**src/rtl/paint_fb_write_arbiter.sv**
```systemverilog
// Round-robin, grant-holding arbiter for the shared framebuffer write port.
// Accepted writes are registered onto the memory port one cycle after acceptance.
module paint_fb_write_arbiter #(
   parameter int X_W       = 5,
   parameter int Y_W       = 5,
   parameter int DATA_W    = 8,
   parameter int MAX_BURST = 16
) (
   input  logic                    clk,
   input  logic                    rst,
   input  logic [2:0]              req,
   input  logic [2:0]              wr_valid,
   input  logic [3*X_W-1:0]        wr_x,
   input  logic [3*Y_W-1:0]        wr_y,
   input  logic [3*DATA_W-1:0]     wr_data,
   input  logic                    mem_busy,
   output logic [2:0]              gnt,
   output logic [2:0]              wr_ready,
   output logic                    mem_we,
   output logic [Y_W+X_W-1:0]      mem_addr,
   output logic [DATA_W-1:0]       mem_wdata,
   output logic                    arb_busy
);

   localparam int CNT_W = $clog2(MAX_BURST);
   localparam logic [CNT_W-1:0] CNT_MAX = CNT_W'(MAX_BURST - 1);

   localparam logic [0:0] IDLE  = 1'b0;
   localparam logic [0:0] SERVE = 1'b1;

   logic [0:0]       state, state_nxt;
   logic [2:0]       gnt_nxt;
   logic [1:0]       last, last_nxt;
   logic [CNT_W-1:0] cnt, cnt_nxt;
   logic [1:0]       g, sel, c1, c2;
   logic             acc, cnt_last, other_req, exit_grant;
   logic [X_W-1:0]   x_g;
   logic [Y_W-1:0]   y_g;
   logic [DATA_W-1:0] d_g;

   always_comb begin
      case (gnt)
         3'b010:  g = 2'd1;
         3'b100:  g = 2'd2;
         default: g = 2'd0;
      endcase
   end

   // Search order starts just after the most recently served requester.
   always_comb begin
      c1 = (last == 2'd2) ? 2'd0 : last + 2'd1;
      c2 = (c1 == 2'd2) ? 2'd0 : c1 + 2'd1;
      if (req[c1])
         sel = c1;
      else if (req[c2])
         sel = c2;
      else
         sel = last;
   end

   always_comb begin
      case (g)
         2'd1: begin
            x_g = wr_x[X_W +: X_W];
            y_g = wr_y[Y_W +: Y_W];
            d_g = wr_data[DATA_W +: DATA_W];
         end
         2'd2: begin
            x_g = wr_x[2*X_W +: X_W];
            y_g = wr_y[2*Y_W +: Y_W];
            d_g = wr_data[2*DATA_W +: DATA_W];
         end
         default: begin
            x_g = wr_x[0 +: X_W];
            y_g = wr_y[0 +: Y_W];
            d_g = wr_data[0 +: DATA_W];
         end
      endcase
   end

   // A write is accepted only from the granted requester while it still
   // requests and refresh does not own the memory.
   assign wr_ready   = (state == SERVE) ? (gnt & req & {3{~mem_busy}}) : 3'b000;
   assign acc        = |(wr_ready & wr_valid);
   assign cnt_last   = (cnt == CNT_MAX);
   assign other_req  = |(req & ~gnt);
   assign exit_grant = ~|(req & gnt) | (acc & cnt_last & other_req);
   assign arb_busy   = (state != IDLE);

   always_comb begin
      state_nxt = state;
      gnt_nxt   = gnt;
      last_nxt  = last;
      cnt_nxt   = cnt;
      case (state)
         IDLE: begin
            gnt_nxt = 3'b000;
            if (|req) begin
               state_nxt = SERVE;
               gnt_nxt   = 3'b001 << sel;
               cnt_nxt   = '0;
            end
         end
         default: begin
            if (exit_grant) begin
               state_nxt = IDLE;
               gnt_nxt   = 3'b000;
               last_nxt  = g;
            end else if (acc) begin
               cnt_nxt = cnt_last ? '0 : cnt + CNT_W'(1);
            end
         end
      endcase
   end

   always_ff @(posedge clk or posedge rst) begin
      if (rst) begin
         state     <= IDLE;
         gnt       <= 3'b000;
         last      <= 2'd2;
         cnt       <= '0;
         mem_we    <= 1'b0;
         mem_addr  <= '0;
         mem_wdata <= '0;
      end else begin
         state  <= state_nxt;
         gnt    <= gnt_nxt;
         last   <= last_nxt;
         cnt    <= cnt_nxt;
         mem_we <= acc;
         if (acc) begin
            mem_addr  <= {y_g, x_g};
            mem_wdata <= d_g;
         end
      end
   end

endmodule

```
**config.mk**
```make
export PLATFORM = sky130hd
export DESIGN_NAME = paint_fb_write_arbiter
export DESIGN_NICKNAME = d
export VERILOG_FILES = /design/src/rtl/paint_fb_write_arbiter.sv
export SDC_FILE = /design/constraint.sdc
export NUM_CORES = 1
export LEC_CHECK = 0
export CAP_MARGIN = 10
export CORE_MARGIN = 3
export CORE_UTILIZATION = 40
export DETAILED_ROUTE_END_ITERATION = 8
export GPL_TIMING_DRIVEN = 0
export PLACE_DENSITY_LB_ADDON = 0.15
export SYNTH_ARGS = -nofsm -noshare
export SYNTH_HDL_FRONTEND = slang
export SYNTH_SLANG_ARGS = --single-unit
export TNS_END_PERCENT = 20
```
**constraint.sdc**
```tcl
create_clock -name clk -period 4.1 [get_ports clk]
set_input_delay 0.82 -clock clk [delete_from_list [all_inputs] [get_ports clk]]
set_output_delay 0.82 -clock clk [all_outputs]
set_load 0.05 [all_outputs]
```
Word-level counts from Yosys, hierarchy flattened
Cells that the tools add are included.
{"block": "word_totals", "in_bits": 63, "word_cells": 64, "reg_bits": 29, "output_inout_bits": 26}
{"block": "classes", "n_shift": 1, "addsub": 3, "eq_ne": 10, "n_bitwise": 9, "n_reduce_logical": 8, "mux": 24, "order_cmp": 2}
{"cell": "$mux W4", "n": 5}
{"cell": "$pmux W5 S2", "n": 2}
{"cell": "$pmux W8 S2", "n": 1}
{"cell": "$and A3 B3 Y3", "n": 4}
{"cell": "$mux W3", "n": 4}
{"cell": "$reduce_or A3 Y1", "n": 4}
{"cell": "$mux W2", "n": 4}
{"cell": "$eq A2 B2 Y1 const B", "n": 3}
{"cell": "$lt A2 B3 Y1 const B", "n": 2}
{"cell": "$mux W1", "n": 5}
{"cell": "$add A2 B1 Y2 const B", "n": 2}
{"cell": "$add A4 B1 Y4 const B", "n": 1}
{"cell": "$bmux W1 S2", "n": 2}
{"cell": "$eq A4 B4 Y1 const B", "n": 1}
{"cell": "$ne A2 B1 Y1 const B", "n": 2}
{"cell": "$pmux W2 S2", "n": 1}
{"cell": "$eq A3 B2 Y1 const B", "n": 1}
{"cell": "$eq A3 B3 Y1 const B", "n": 1}
{"cell": "$not A3 Y3", "n": 1}
{"cell": "$reduce_and A3 Y1", "n": 1}
{"cell": "$shl A1 B2 Y3 const A", "n": 1}
{"cell": "$and A1 B1 Y1", "n": 2}
{"cell": "$eq A2 B1 Y1 const B", "n": 1}
{"cell": "$ne A2 B2 Y1 const B", "n": 1}
{"cell": "5 further kinds", "n": 5}

Longest topological paths before layout
{"block": "depth", "word_depth": 11, "depth_mapped": 6, "mapped_depth_nobuf": 6}

Worst setup path before layout
OpenSTA, ideal clock, no wires.
{"block": "synth_timing", "path_type": "input-to-reg", "startpoint": "input port mem_busy", "endpoint": "register last[0]", "stages": 5, "setup_time_ns": 0.128, "n_path_buf": 0, "slack_ns": 1.814, "t_arrival_ns": 2.159, "required_time_ns": 3.972, "path_cell_list": "and4b_1 a22oi_4 o2bb2ai_1 nor2_1 mux2_1"}
{"block": "synth_via", "elab_chain_len": 9}
{"element": "start: declaration", "line": "16", "source": "input logic mem_busy,"}
{"element": "$not A1 Y1", "line": "83", "source": "assign wr_ready = (state == SERVE) ? (gnt & req & {3{~mem_busy}}) : 3'b000;"}
{"element": "$and A3 B3 Y3", "line": "83"}
{"element": "$mux W3", "line": "83"}
{"element": "$and A3 B3 Y3", "line": "84", "source": "assign acc = |(wr_ready & wr_valid);"}
{"element": "$reduce_or A3 Y1", "line": "84"}
{"element": "$and A1 B1 Y1 (2 in a row)", "line": "87", "source": "assign exit_grant = ~|(req & gnt) | (acc & cnt_last & other_req);"}
{"element": "$or A1 B1 Y1", "line": "87"}
{"element": "$reduce_and A2 Y1 (no source line)"}
{"element": "end signal: assignment", "line": "128", "source": "last <= last_nxt;"}
{"element": "end: declaration", "line": "33", "source": "logic [1:0] last, last_nxt;"}
No other way between the ends.
A chain may end at the register's enable or synchronous reset.

Worst setup path after layout
{"block": "layout_timing", "startpoint": "input port req[0]", "endpoint": "output port wr_ready[0]"}
{"block": "layout_via", "elab_chain_len": 3}
{"element": "start: declaration", "line": "11", "source": "input logic [2:0] req,"}
{"element": "$and A3 B3 Y3 (2 in a row)", "line": "83"}
{"element": "$mux W3", "line": "83"}
{"element": "end: declaration", "line": "18", "source": "output logic [2:0] wr_ready,"}
No other way between the ends.

==> reports/results.tsv <==
metric	value	unit
crit path from	req[0]	
Net Sw Frac	0.481	
ANT cells	0	
CORE AREA	3490	um^2
Slew headroom	0.641	
Power Density	738	nW/um^2
most used cell, CP	clkdlybuf4s50_1	
Synth Instances	162	
drt drc	0	
initial antenna violation count	0	
Vias	1615	
worst-case vdd ir drop	0.506	mV
WL/cell	14.8	um
synthesized flop and latch total	29	
First-pass DRT Iterations	5	
die area	4590	um^2
Avg Cell Area, Syn	9.41	um^2
hold buffers post-CTS	0	
Least-Margin Pin Slew	537	ps
Placed Cells	296	
IO Pins	89	
GRT Overall Usage	0.209	
r2r setup slk	2360	ps
CTS buffer count	5	
Worst path slowest cell	clkdlybuf4s50_1	
crit path capture	wr_ready[0]	
Setup violations, final	0	
Starting Density	0.436	
clock share of power	0.139	
multi-input logic area	742	um^2
internal power	0.000992	W
top post-synthesis cells by area	dfrtp_1 46%, a22oi_1 8.9%, a31oi_1 7.8%, nand2_1 5.7%, nor2_1 5.7%	
root buffer cell	clkbuf_8	
commonest cells in the netlist	28 x dfrtp_1, 23 x nand2_1, 23 x nor2_1, 19 x a31oi_1, 18 x a22oi_1	
Final HPWL DP	3.40	mm
Worst Path Max Fanout	7	
ys async rst share	1.00	
Comb pwr share	0.595	
Resize count post-CTS	0	
I/O Buffers	88	
Final Non-Filler Cells	305	
Worst Skew	3.02	ps
Final TNS setup	0	ps
minimum clock period	3380	ps
dominant synthesized flop cell	dfrtp_1	
gpl congestion	0.806	
RSZ-0062 raised after global routing	false	
max cap viols	0	
layout cell share with drive strength beyond 1	0.0849	
layout net count	322	
largest area contributor in the netlist	dfrtp_1	
crit path kind	in2out	
TritonCTS clock tree	yes	
Netlist cell types	33	
Congestion Overflow GR	0	
first-pass GRT wire length	6.96	mm
Critical Path End Type	output pin	
Layout area overhead	70.0	%
# Post-CTS Setup Buffers	0	
final period utilization	0.825	
post-route ant nets	0	
Pwr Total	0.00191	W
synth warn	0	
Die Ht	67.8	um
clk_lat worst skew	290	ps
Mapped Nets	226	
clock-pin slew on the worst setup and hold paths	60	ps
share of the synthesized area in the top cell type	0.459	
Worst setup SP type	input pin	
initial drt markers	94	
CP max stage delay	830	ps
RR Endpoint	mem_addr[1]	
HP Class	reg2reg	
Max Freq	296	MHz
sequential power share	0.266	
Final Max Tran Viols	0	
register area	727	um^2
worst r2r path cells	5	
EDFF count, synth	0	
Worst Path Arrival	2560	ps
Die X-Extent	67.8	um
TritonCTS Sinks	29	
top-count cell post-synth	dfrtp_1	
H-tree depth	2	
Vias/cell	5.30	
Pleak	1.10	nW
RR Startpoint	gnt[2]	
Fin. Hold Viols	0	
largest net degree at the start of global routing	30	
Seq/Total Area, Yosys	0.477	
Rows	21	
switching pwr	0.000920	W
Data required, critical path	3280	ps
Syn Std Cell Area	1530	um^2
outcome	finished clean	
vias in the first global route	1482	
Longest Clk Path Bufs	2	
# fillers	290	
crit-path cells	clkdlybuf4s50_1, and4b_1, clkdlybuf4s50_1	
Post-Route WL	4.50	mm
[flip-flops by register name, indices dropped and copies added, names as in the netlist]
| register | flops |
|---|---|
| arb_busy | 1 |
| mem_wdata | 8 |
| gnt | 3 |
| mem_addr | 10 |
| cnt | 4 |
| mem_we | 1 |
| last | 2 |
[area by class of cell]
type                            instances  area share
Timing Repair Buffer                   89       0.350
Multi-Input combinational cell        122       0.286
Sequential cell                        29       0.280
Clock buffer                            7      0.0372
Tap cell                               46      0.0222
Buffer                                  9      0.0188
Inverter                                2     0.00290
Clock inverter                          1     0.00193
[cell families after synthesis]
group	Yosys count	share of synthesized area
simple gates	63	0.194
compound gates	55	0.263
flops	29	0.477
buf+inv	11	0.0369
mux	3	0.0213
fa+ha+maj	1	0.00820
[how the worst min path moves through the flow]
stage          startpoint     end  slack (ps)  depth (start not counted)
2_1_floorplan      cnt[3]  cnt[3]         490                          1
3_3_place_gp       cnt[3]  cnt[3]         510                          1
3_5_place_dp       cnt[3]  cnt[3]         520                          1
4_1_cts            cnt[3]  cnt[3]         530                          1
5_1_grt            cnt[3]  cnt[3]         560                          1
6_report           cnt[3]  cnt[3]         530                          1
[power by group through the flow]
stage / clock, W / sequential (W) / combinational, W
after global placement: 0 / 0.000509 / 0.00114
after CTS: 0.000268 / 0.000509 / 0.00114
after floorplan: 0 / 0.000879 / 0.000380
final: 0.000265 / 0.000509 / 0.00114
after detailed placement: 0 / 0.000514 / 0.00114
after global routing: 0.000286 / 0.000528 / 0.00121
[per-layer routing]
metal,track usage,vias up,part of all wire,routed length [um]
met4,0.0684,0,0.015,68
li1,-,793,-,-
met2,0.350,57,0.52,2320
met5,0,-,0,0
met3,0.0865,8,0.082,371
met1,0.241,757,0.39,1740
[metrics by stage]
| step | utilization | hold slack, ps | setup slack, ps | cell area [um^2] |
|---|---|---|---|---|
| after floorplan | - | 494 | 1810 | 1530 |
| after global placement | 0.705 | 511 | 722 | 2460 |
| after detailed placement | 0.705 | 519 | 720 | 2460 |
| after CTS | 0.734 | 533 | 716 | 2560 |
| after global routing | 0.742 | 558 | 655 | 2590 |
| final | 0.742 | 534 | 719 | 2590 |
[cell usage in the layout, fill, tap and decap left out, types with 2 or more instances in the layout]
| cell | synthesis | routed |
|---|---|---|
| clkdlybuf4s50_1 | 0 | 88 |
| dfrtp_1 | 28 | 28 |
| nand2_1 | 23 | 23 |
| nor2_1 | 23 | 23 |
| a31oi_1 | 19 | 19 |
| a22oi_1 | 18 | 18 |
| clkbuf_8 | 0 | 7 |
| buf_2 | 6 | 6 |
| nor3b_1 | 3 | 3 |
| a21oi_1 | 3 | 3 |
| nand2b_1 | 3 | 3 |
| o2bb2ai_1 | 3 | 3 |
| o21ai_0 | 3 | 3 |
| and4b_1 | 2 | 2 |
| buf_4 | 2 | 2 |
| inv_1 | 2 | 2 |
| nor2b_1 | 2 | 2 |
| nand3_1 | 2 | 2 |
| a32o_1 | 2 | 2 |
| mux2_1 | 2 | 2 |
| a22o_1 | 2 | 2 |
[worst max-delay path, delay by kind of cell]
family / cells / cell delay [ps]
simple gates: 1 / 300
buf+inv: 2 / 1430
(Power assumes the default switching activity.)
